==> src/rtl/mips_prog_loader_pkg.sv <==
// mips_loader_pkg: shared state encoding and constants for the MIPS32 program loader.
package mips_loader_pkg;
   typedef enum logic [2:0] {IDLE, RECV, WRITE, RELEASE, DONE, ERROR} state_t;
   localparam logic [31:0] HLT_WORD_DEF = 32'hfc000000;
   localparam int BCNT_W = 2;
endpackage

==> src/rtl/mips_prog_loader_if.sv <==
// mips_prog_loader_if: upstream byte stream plus instruction-memory write port.
interface mips_prog_loader_if #(parameter int ADDR_W = 10);
   logic              s_valid;
   logic [7:0]        s_data;
   logic              s_ready;
   logic              mem_we;
   logic [ADDR_W-1:0] mem_addr;
   logic [31:0]       mem_wdata;
   modport master (input s_valid, s_data, output s_ready, mem_we, mem_addr, mem_wdata);
   modport slave  (output s_valid, s_data, input s_ready, mem_we, mem_addr, mem_wdata);
endinterface

==> src/rtl/mips_prog_loader.sv <==
// mips_prog_loader: assembles big-endian words from a byte stream, writes them from address 0
// and releases the core with a start pulse once the HLT word has been stored.
module mips_prog_loader
   import mips_loader_pkg::*;
#(
   parameter int          ADDR_W    = 10,
   parameter int          MEM_DEPTH = 1024,
   parameter logic [31:0] HLT_WORD  = HLT_WORD_DEF
) (
   input  logic                 clk1,
   input  logic                 rst_n,
   input  logic                 start,
   mips_prog_loader_if.master   bus,
   output logic                 cpu_hold,
   output logic                 cpu_start,
   output logic                 busy,
   output logic                 done,
   output logic                 err_overflow,
   output logic [ADDR_W:0]      word_count
);
   state_t              state, nxt;
   logic [BCNT_W-1:0]   byte_cnt;
   logic [31:0]         shreg;
   logic [ADDR_W-1:0]   word_ptr;
   logic                xfer, last, idle_like;
   assign bus.s_ready = state == RECV;
   assign xfer        = bus.s_valid && bus.s_ready;
   assign last        = word_ptr == ADDR_W'(MEM_DEPTH - 1);
   assign idle_like   = state inside {IDLE, DONE, ERROR};
   always_comb begin
      nxt = state;
      case (state)
         IDLE, DONE, ERROR: nxt = start ? RECV : state;
         RECV:              nxt = xfer && &byte_cnt ? WRITE : RECV;
         WRITE:             nxt = shreg == HLT_WORD ? RELEASE : last ? ERROR : RECV;
         RELEASE:           nxt = DONE;
         default:           nxt = IDLE;
      endcase
   end
   // status outputs are registered copies of the upcoming state so they line up with it
   always_ff @(posedge clk1 or negedge rst_n) begin
      if (!rst_n) begin
         state         <= IDLE;
         byte_cnt      <= '0;
         shreg         <= '0;
         word_ptr      <= '0;
         bus.mem_we    <= 1'b0;
         bus.mem_addr  <= '0;
         bus.mem_wdata <= '0;
         cpu_hold      <= 1'b1;
         cpu_start     <= 1'b0;
         busy          <= 1'b0;
         done          <= 1'b0;
         err_overflow  <= 1'b0;
         word_count    <= '0;
      end else begin
         state        <= nxt;
         bus.mem_we   <= nxt == WRITE;
         cpu_start    <= nxt == RELEASE;
         cpu_hold     <= !(nxt inside {RELEASE, DONE});
         busy         <= nxt inside {RECV, WRITE};
         done         <= nxt == DONE;
         err_overflow <= nxt == ERROR;
         if (xfer) begin
            shreg    <= {shreg[23:0], bus.s_data};
            byte_cnt <= byte_cnt + 1'b1;
         end
         if (xfer && &byte_cnt) begin
            bus.mem_addr  <= word_ptr;
            bus.mem_wdata <= {shreg[23:0], bus.s_data};
         end
         if (state == WRITE) begin
            word_count <= word_count + 1'b1;
            if (nxt == RECV) word_ptr <= word_ptr + 1'b1;
         end
         if (start && idle_like) begin
            word_ptr   <= '0;
            byte_cnt   <= '0;
            word_count <= '0;
         end
      end
   end
endmodule

==> src/flat_wrapper.sv <==
// flat-port wrapper written by rule: the top's interface ports become plain ports
module mips_prog_loader_flat import mips_loader_pkg::*;
#(
   parameter int          ADDR_W    = 10,
   parameter int          MEM_DEPTH = 1024,
   parameter logic [31:0] HLT_WORD  = HLT_WORD_DEF
)
  (clk1, rst_n, start, cpu_hold, cpu_start, busy, done, err_overflow, word_count, bus_s_valid, bus_s_data, bus_s_ready, bus_mem_we, bus_mem_addr, bus_mem_wdata);
  mips_prog_loader_if #(.ADDR_W(ADDR_W)) bus_i ();
  input  logic clk1;
  input  logic rst_n;
  input  logic start;
  output logic cpu_hold;
  output logic cpu_start;
  output logic busy;
  output logic done;
  output logic err_overflow;
  output logic [ADDR_W:0] word_count;
  input wire logic [$bits(bus_i.s_valid)-1:0] bus_s_valid;
  input wire logic [$bits(bus_i.s_data)-1:0] bus_s_data;
  output wire logic [$bits(bus_i.s_ready)-1:0] bus_s_ready;
  output wire logic [$bits(bus_i.mem_we)-1:0] bus_mem_we;
  output wire logic [$bits(bus_i.mem_addr)-1:0] bus_mem_addr;
  output wire logic [$bits(bus_i.mem_wdata)-1:0] bus_mem_wdata;
  assign bus_i.s_valid = bus_s_valid;
  assign bus_i.s_data = bus_s_data;
  assign bus_s_ready = bus_i.s_ready;
  assign bus_mem_we = bus_i.mem_we;
  assign bus_mem_addr = bus_i.mem_addr;
  assign bus_mem_wdata = bus_i.mem_wdata;
  mips_prog_loader #(.ADDR_W(ADDR_W), .MEM_DEPTH(MEM_DEPTH), .HLT_WORD(HLT_WORD)) u_core (.clk1(clk1), .rst_n(rst_n), .start(start), .bus(bus_i), .cpu_hold(cpu_hold), .cpu_start(cpu_start), .busy(busy), .done(done), .err_overflow(err_overflow), .word_count(word_count));
endmodule
==> config.mk <==
export PLATFORM = sky130hd
export DESIGN_NAME = mips_prog_loader_flat
export DESIGN_NICKNAME = d
export VERILOG_FILES = /design/src/rtl/mips_prog_loader_pkg.sv /design/src/rtl/mips_prog_loader_if.sv /design/src/rtl/mips_prog_loader.sv /design/src/flat_wrapper.sv
export SDC_FILE = /design/constraint.sdc
export NUM_CORES = 1
export LEC_CHECK = 0
export BUFFER_PORTS_ARGS = -buffer_cell sky130_fd_sc_hd__buf_2
export CORE_MARGIN = 2
export CORE_UTILIZATION = 55
export CTS_CLUSTER_DIAMETER = 120
export DETAILED_ROUTE_END_ITERATION = 10
export PLACE_DENSITY = 0.89
export SYNTH_ARGS = -nofsm -noshare
export SYNTH_HDL_FRONTEND = slang
export SYNTH_SLANG_ARGS = --single-unit
==> constraint.sdc <==
create_clock -name clk1 -period 2.8 [get_ports clk1]
set_input_delay 0.14 -clock clk1 [delete_from_list [all_inputs] [get_ports clk1]]
set_output_delay 0.14 -clock clk1 [all_outputs]
set_load 0.01 [all_outputs]
==> flow_summary.toml, run 1 <==
[run_status]
outcome = "finished, final reports clean"

[grt]
grt-ovfl-total = 0
antenna_found_initial = 0
grt_pass1_vias = 2777
grt_use_total_pct = 21.0
grt_pass1_wl_um = 13700
grt_max_degree = 59

[sta]
slew_violations = 0
skew_ns = 0.0135
setup-tns-final_ns = 0
tightest_slew_ns = 0.752
fin_crit_sh_pct = 74.9
clock.fmax_mhz = 477
slew_headroom_pct = 49.9
finalCriticalPeriod_ns = 2.10
setup_viol = 0
hold_violations = 0
grt_setup_unrepaired = "no"

[setup_path]
r2r_start = "u_core.state[1]$_DFF_PN0_"
arrival_ns = 2.41
cp.required_ns = 3.11
path_cells = "nor3b_4 -> o221ai_2 -> or4_1 -> a21oi_1"
crit_slowest_cell = "or4_1"
critPathLaunchType = "flop"
end_kind = "flop"
cpPeakStageDelay_ns = 0.58
crit_fanout = 19
critical_path_class = "reg -> reg"
cp_top_family = "simple AND/OR/NAND/NOR gates"
cp_num_buf_inv = 0
startpoint = "u_core.state[1]$_DFF_PN0_"

[route]
viasPerCell = 5.63
drt-initial-drc-count = 220
wire_per_inst_um = 16.8
dr.pass1.iters = 5
routed_wl_um = 8250
drc = 0
routed-via-count = 2770
ant_nets = 0

[clock_tree]
clockBufferDepth = 2
cts_made_buffers = 9
clk_latency_ns = 0.38
cts_resized = 0
cts_root_buf = "clkbuf_8"
path_clk_slew_ns = 0.11
cts_tree = "yes"
post_cts_buffers = 0
cts_sinks = 106
holdBufCountCts = 4
cts-htree-levels = 3

[power]
pwr-share-comb_pct = 31.0
sw_frac_of_total_pct = 33.8
vdd_drop_max_mv = 0.701
seq_power_share_pct = 51.0
p_sw_w = 0.00168
power.internal_w = 0.00329
p_leak_nw = 2.32
power_per_cell_area_mw_per_mm2 = 996
clockPowerShare_pct = 18.0
p_total_w = 0.00497

[yosys]
synth_simple_gate_area_share_pct = 8.57
ys_async_sr_fraction_pct = 100
synthTopCellsByCount = "dfrtp_1, mux2_2, nor2_1"
yosysTopAreaCell = "dfrtp_1"
synth.most_common_cell = "dfrtp_1"
yosysTopAreaCellShare_pct = 61.2
netlist-cell-type-count = 39
synth_area_mm2 = 0.00429
synth_area_leaders = "dfrtp_1, mux2_2, o31ai_1"
ys.flop_type = "dfrtp_1"
yosysWarnings = 0
synth-edff-count = 0
ys_seq_elements = 106
postSynthAreaPerCell_um2 = 13.9
synthCells = 308
synth_fa_ha_area_share_pct = 0.875
synth-compound-area-share_pct = 4.75
synthMuxAreaShare_pct = 20.4
synth_top_family_by_area = "multiplexers"
ys_seq_area_share_pct = 61.9
syn_nets = 323
synth-xor-area-share_pct = 1.63

[floorplan]
boundaryPins = 72
die_y_um = 92.3
coreArea_mm2 = 0.00765
die-area_mm2 = 0.00852
num_rows = 32
initial_core_util_pct = 56.1
die_x_um = 92.3

[finish]
drive_above_1_share_pct = 44.1
area_growth_syn_to_layout_pct = 16.2
diodes = 0
nNetsFinal = 400

[place]
dp_hpwl_um = 5700
finalWeightedCongestion = 0.752
port_buffers = 71

[min_path]
hp-start = "bus_s_data[0]"
hold_path.class = "in -> reg"

[flow_run]
drv_cap = 0
## metrics by stage
| stage | instance area [um2] | setup WS [ns] | hold WS (ns) | util, % | instances |
|---|---|---|---|---|---|
| floorplan | 4290 | 0.941 | -0.156 | - | 308 |
| global placement | 4760 | 0.758 | 0.241 | 62.3 | 472 |
| detailed placement | 4760 | 0.720 | 0.244 | 62.3 | 472 |
| CTS | 4990 | 0.681 | 0.00569 | 65.2 | 492 |
| global route | 4990 | 0.511 | 0.00259 | 65.2 | 492 |
| finish | 4990 | 0.704 | 0.0167 | 65.2 | 492 |
## cells by family (layout without fill, tap and decap cells)
family / Yosys count / in the layout
and+or+nand+nor: 66 / 66
xor gates and xnor gates: 8 / 8
muxes: 78 / 78
AOI/OAI and AO/OA: 30 / 30
DFF: 106 / 106
adders and majority gates: 3 / 3
buffers and inverters: 17 / 99
## power by group through the flow
stage	registers, W	clock network, W	logic, W
floorplan	0.00257	0	0.000922
global placement	0.00253	0	0.00150
detailed placement	0.00257	0	0.00155
CTS	0.00254	0.000903	0.00157
global route	0.00261	0.000963	0.00169
finish	0.00253	0.000892	0.00154
## final cells by class
type / instances / area, um2
clock buffer: 9 / 124
clock inverter: 7 / 60.1
fill: 527 / 2660
inverter: 4 / 15.0
multi-input combinational: 185 / 1550
sequential: 106 / 2650
tap: 102 / 128
timing repair buffer: 79 / 453
## state kept, by name (all words and copies together) (netlist names)
register / flops
u_core.bus.mem_addr: 10
u_core.bus.mem_wdata: 32
u_core.bus.mem_we: 1
u_core.busy: 1
u_core.byte_cnt: 2
u_core.cpu_hold: 1
u_core.cpu_start: 1
u_core.done: 1
u_core.err_overflow: 1
u_core.shreg: 32
u_core.state: 3
u_core.word_count: 11
u_core.word_ptr: 10
## path summary, 6_finish.rpt
kind	to	slack [ns]	depth (start not counted)
max in group asynchronous	u_core.bus.mem_wdata[30]$_DFFE_PN0P_	1.74	3
worst min-delay path	u_core.bus.mem_wdata[0]$_DFFE_PN0P_	0.02	2
worst min register to register	u_core.bus.mem_wdata[24]$_DFFE_PN0P_	0.51	1
worst max-delay path	u_core.word_ptr[7]$_DFFE_PN0P_	0.70	4
worst max register to register	u_core.word_ptr[7]$_DFFE_PN0P_	0.70	4
min in group asynchronous	u_core.word_count[5]$_DFFE_PN0P_	0.35	2
## layout by cell type, fill, tap and decap left out, drive strengths merged, types with 2 or more instances in the layout
master,count
a21oi,8
and2,3
and3,6
buf,75
clkbuf,9
clkinv,2
clkinvlp,2
dfrtp,105
dlygate4sd3,4
ha,3
inv,7
mux2,74
mux2i,4
nand2,12
nand3,6
nand4,4
nor2,13
nor3b,2
nor4,6
o211ai,4
o21ai,5
o31ai,8
or2,2
or3,3
or4,2
xnor2,2
xor2,6
## routing by layer
layer  track usage [%]  up-vias  share of wire, %
met5                 0        -                 0
met4              12.2        0               2.8
met3              3.58       21               3.9
met2              33.6       74                50
met1              27.2     1410                44
li1                  -     1265                 -
Note: power is estimated with default switching activity, not from simulation.
==> inputs of run 2 (changes only) <==
--- a/config.mk
+++ b/config.mk
@@ -7,10 +7,10 @@
 export LEC_CHECK = 0
 export BUFFER_PORTS_ARGS = -buffer_cell sky130_fd_sc_hd__buf_2
 export CORE_MARGIN = 2
-export CORE_UTILIZATION = 55
+export CORE_UTILIZATION = 50
 export CTS_CLUSTER_DIAMETER = 120
 export DETAILED_ROUTE_END_ITERATION = 10
-export PLACE_DENSITY = 0.89
+export PLACE_DENSITY = 0.86
 export SYNTH_ARGS = -nofsm -noshare
 export SYNTH_HDL_FRONTEND = slang
 export SYNTH_SLANG_ARGS = --single-unit
==> constraint.sdc (replaced) <==
create_clock -name clk1 -period 1.9 [get_ports clk1]
set_input_delay 0.095 -clock clk1 [delete_from_list [all_inputs] [get_ports clk1]]
set_output_delay 0.095 -clock clk1 [all_outputs]
set_load 0.01 [all_outputs]
==> flow_summary.toml, run 2 (synthesized netlist as in run 1, its figures left out) <==
[run_status]
outcome = "finished, final reports clean"

[floorplan]
die_x_um = 96.6
boundaryPins = 72
die-area_mm2 = 0.00934
initial_core_util_pct = 52.0
coreArea_mm2 = 0.00826
num_rows = 33
die_y_um = 96.6

[sta]
slew_violations = 0
skew_ns = 0.00815
clock.fmax_mhz = 545
setup-tns-final_ns = 0
finalCriticalPeriod_ns = 1.83
fin_crit_sh_pct = 96.5
grt_setup_unrepaired = "yes"
slew_headroom_pct = 65.9
tightest_slew_ns = 0.511
setup_viol = 0
hold_violations = 0

[power]
power.internal_w = 0.00522
sw_frac_of_total_pct = 32.2
power_per_cell_area_mw_per_mm2 = 1460
clockPowerShare_pct = 19.8
p_leak_nw = 2.46
vdd_drop_max_mv = 0.785
pwr-share-comb_pct = 31.7
seq_power_share_pct = 48.4
p_sw_w = 0.00248

[place]
finalWeightedCongestion = 0.841
port_buffers = 71
dp_hpwl_um = 5770

[clock_tree]
cts-htree-levels = 3
clk_latency_ns = 0.37
cts_root_buf = "clkbuf_8"
cts_made_buffers = 9
clockBufferDepth = 2
path_clk_slew_ns = 0.10
cts_sinks = 106
cts_tree = "yes"

[finish]
drive_above_1_share_pct = 47.3
nNetsFinal = 424
diodes = 0
utilization_pct = 63.9
multi_input_area_mm2 = 0.00159
area_growth_syn_to_layout_pct = 23.1
fill_cells = 632
final_cell_mix = "dfrtp_1, mux2_2, buf_2"
ff_latch_area_mm2 = 0.00266
top_regs = "u_core.bus.mem_wdata x32, u_core.shreg x32, u_core.word_count x11"
final_common_cell = "dfrtp_1"

[route]
wire_per_inst_um = 16.2
drt-initial-drc-count = 151
routed-via-count = 2864
viasPerCell = 5.52
dr.pass1.iters = 4
routed_wl_um = 8430
ant_nets = 0
drc = 0

[grt]
grt-ovfl-total = 0
grt_pass1_vias = 2834
antenna_found_initial = 0
grt_use_total_pct = 18.5
grt_pass1_wl_um = 13900
grt_max_degree = 50

[setup_path]
crit_fanout = 6
critical_path_class = "reg -> reg"
arrival_ns = 2.12
end_kind = "flop"
critPathLaunchType = "flop"
cp.required_ns = 2.18

[flow_run]
drv_cap = 0

[min_path]
hold_path.class = "in -> reg"
run 2: layout make-up:
class	instances	area share (%)
Inverter	4	0.284
Tap cell	105	2.49
Multi-Input combinational cell	185	30.2
Clock inverter	7	1.90
Sequential cell	106	50.3
Clock buffer	9	2.35
Timing Repair Buffer	103	12.5
run 2: through the flow:
stage	setup WS (ns)	instance area (um2)	hold WS (ns)	power, W	instances
global route	-0.0842	5280	0.114	0.00816	519
finish	0.0656	5280	0.0929	0.00770	519
global placement	0.130	4900	0.0968	0.00604	491
floorplan	0.0413	4290	-0.201	0.00514	308
detailed placement	0.0786	4900	0.0968	0.00617	491
CTS	0.0375	5210	0.0693	0.00773	516
run 2: timing repair:
action / in CTS / in global routing
resized for setup: 0 / 8
endpoints found under the setup margin: 0 / 34
buffers inserted: 0 / 3
hold buffers: 9 / 0
endpoints found under the hold margin: 52 / 0
run 2: power groups by stage:
| stage | registers, W | clock network [W] | logic (W) |
|---|---|---|---|
| floorplan | 0.00378 | 0 | 0.00136 |
| global placement | 0.00369 | 0 | 0.00235 |
| detailed placement | 0.00374 | 0 | 0.00244 |
| CTS | 0.00370 | 0.00157 | 0.00246 |
| global route | 0.00384 | 0.00165 | 0.00267 |
| finish | 0.00373 | 0.00153 | 0.00245 |
run 2: metal layers:
layer  global-route usage, %  wire length (um)  share of wire, %  vias up
met4                    7.80               141               1.7        0
li1                        -                 -                 -     1312
met5                       0                 0                 0        -
met2                    29.3              3980                47       73
met1                    25.3              3890                46     1469
met3                    3.47               412               4.9       10
run 2: worst max-delay path: stages, from the launching register on:
cell and delay, ns:
dfrtp_1 0.43, nor4_2 0.34, nand4_1 0.25, o221ai_4 0.33
buf_4 0.16, buf_4 0.09, o211ai_1 0.07, o31ai_1 0.08
run 2: path summary, 6_finish.rpt:
check | start | end | slack [ns] | cells past startpoint
worst min-delay path | start | u_core.state[0]$_DFF_PN0_ | 0.09 | 3
min in group asynchronous | rst_n | u_core.bus.mem_addr[8]$_DFFE_PN0P_ | 0.23 | 2
worst max-delay path | u_core.shreg[1]$_DFFE_PN0P_ | u_core.word_ptr[6]$_DFFE_PN0P_ | 0.07 | 7
max in group asynchronous | rst_n | u_core.cpu_hold$_DFF_PN1_ | 0.95 | 3
worst min register to register | u_core.shreg[30]$_DFFE_PN0P_ | u_core.shreg[30]$_DFFE_PN0P_ | 0.51 | 1
worst max register to register | u_core.shreg[1]$_DFFE_PN0P_ | u_core.word_ptr[6]$_DFFE_PN0P_ | 0.07 | 7
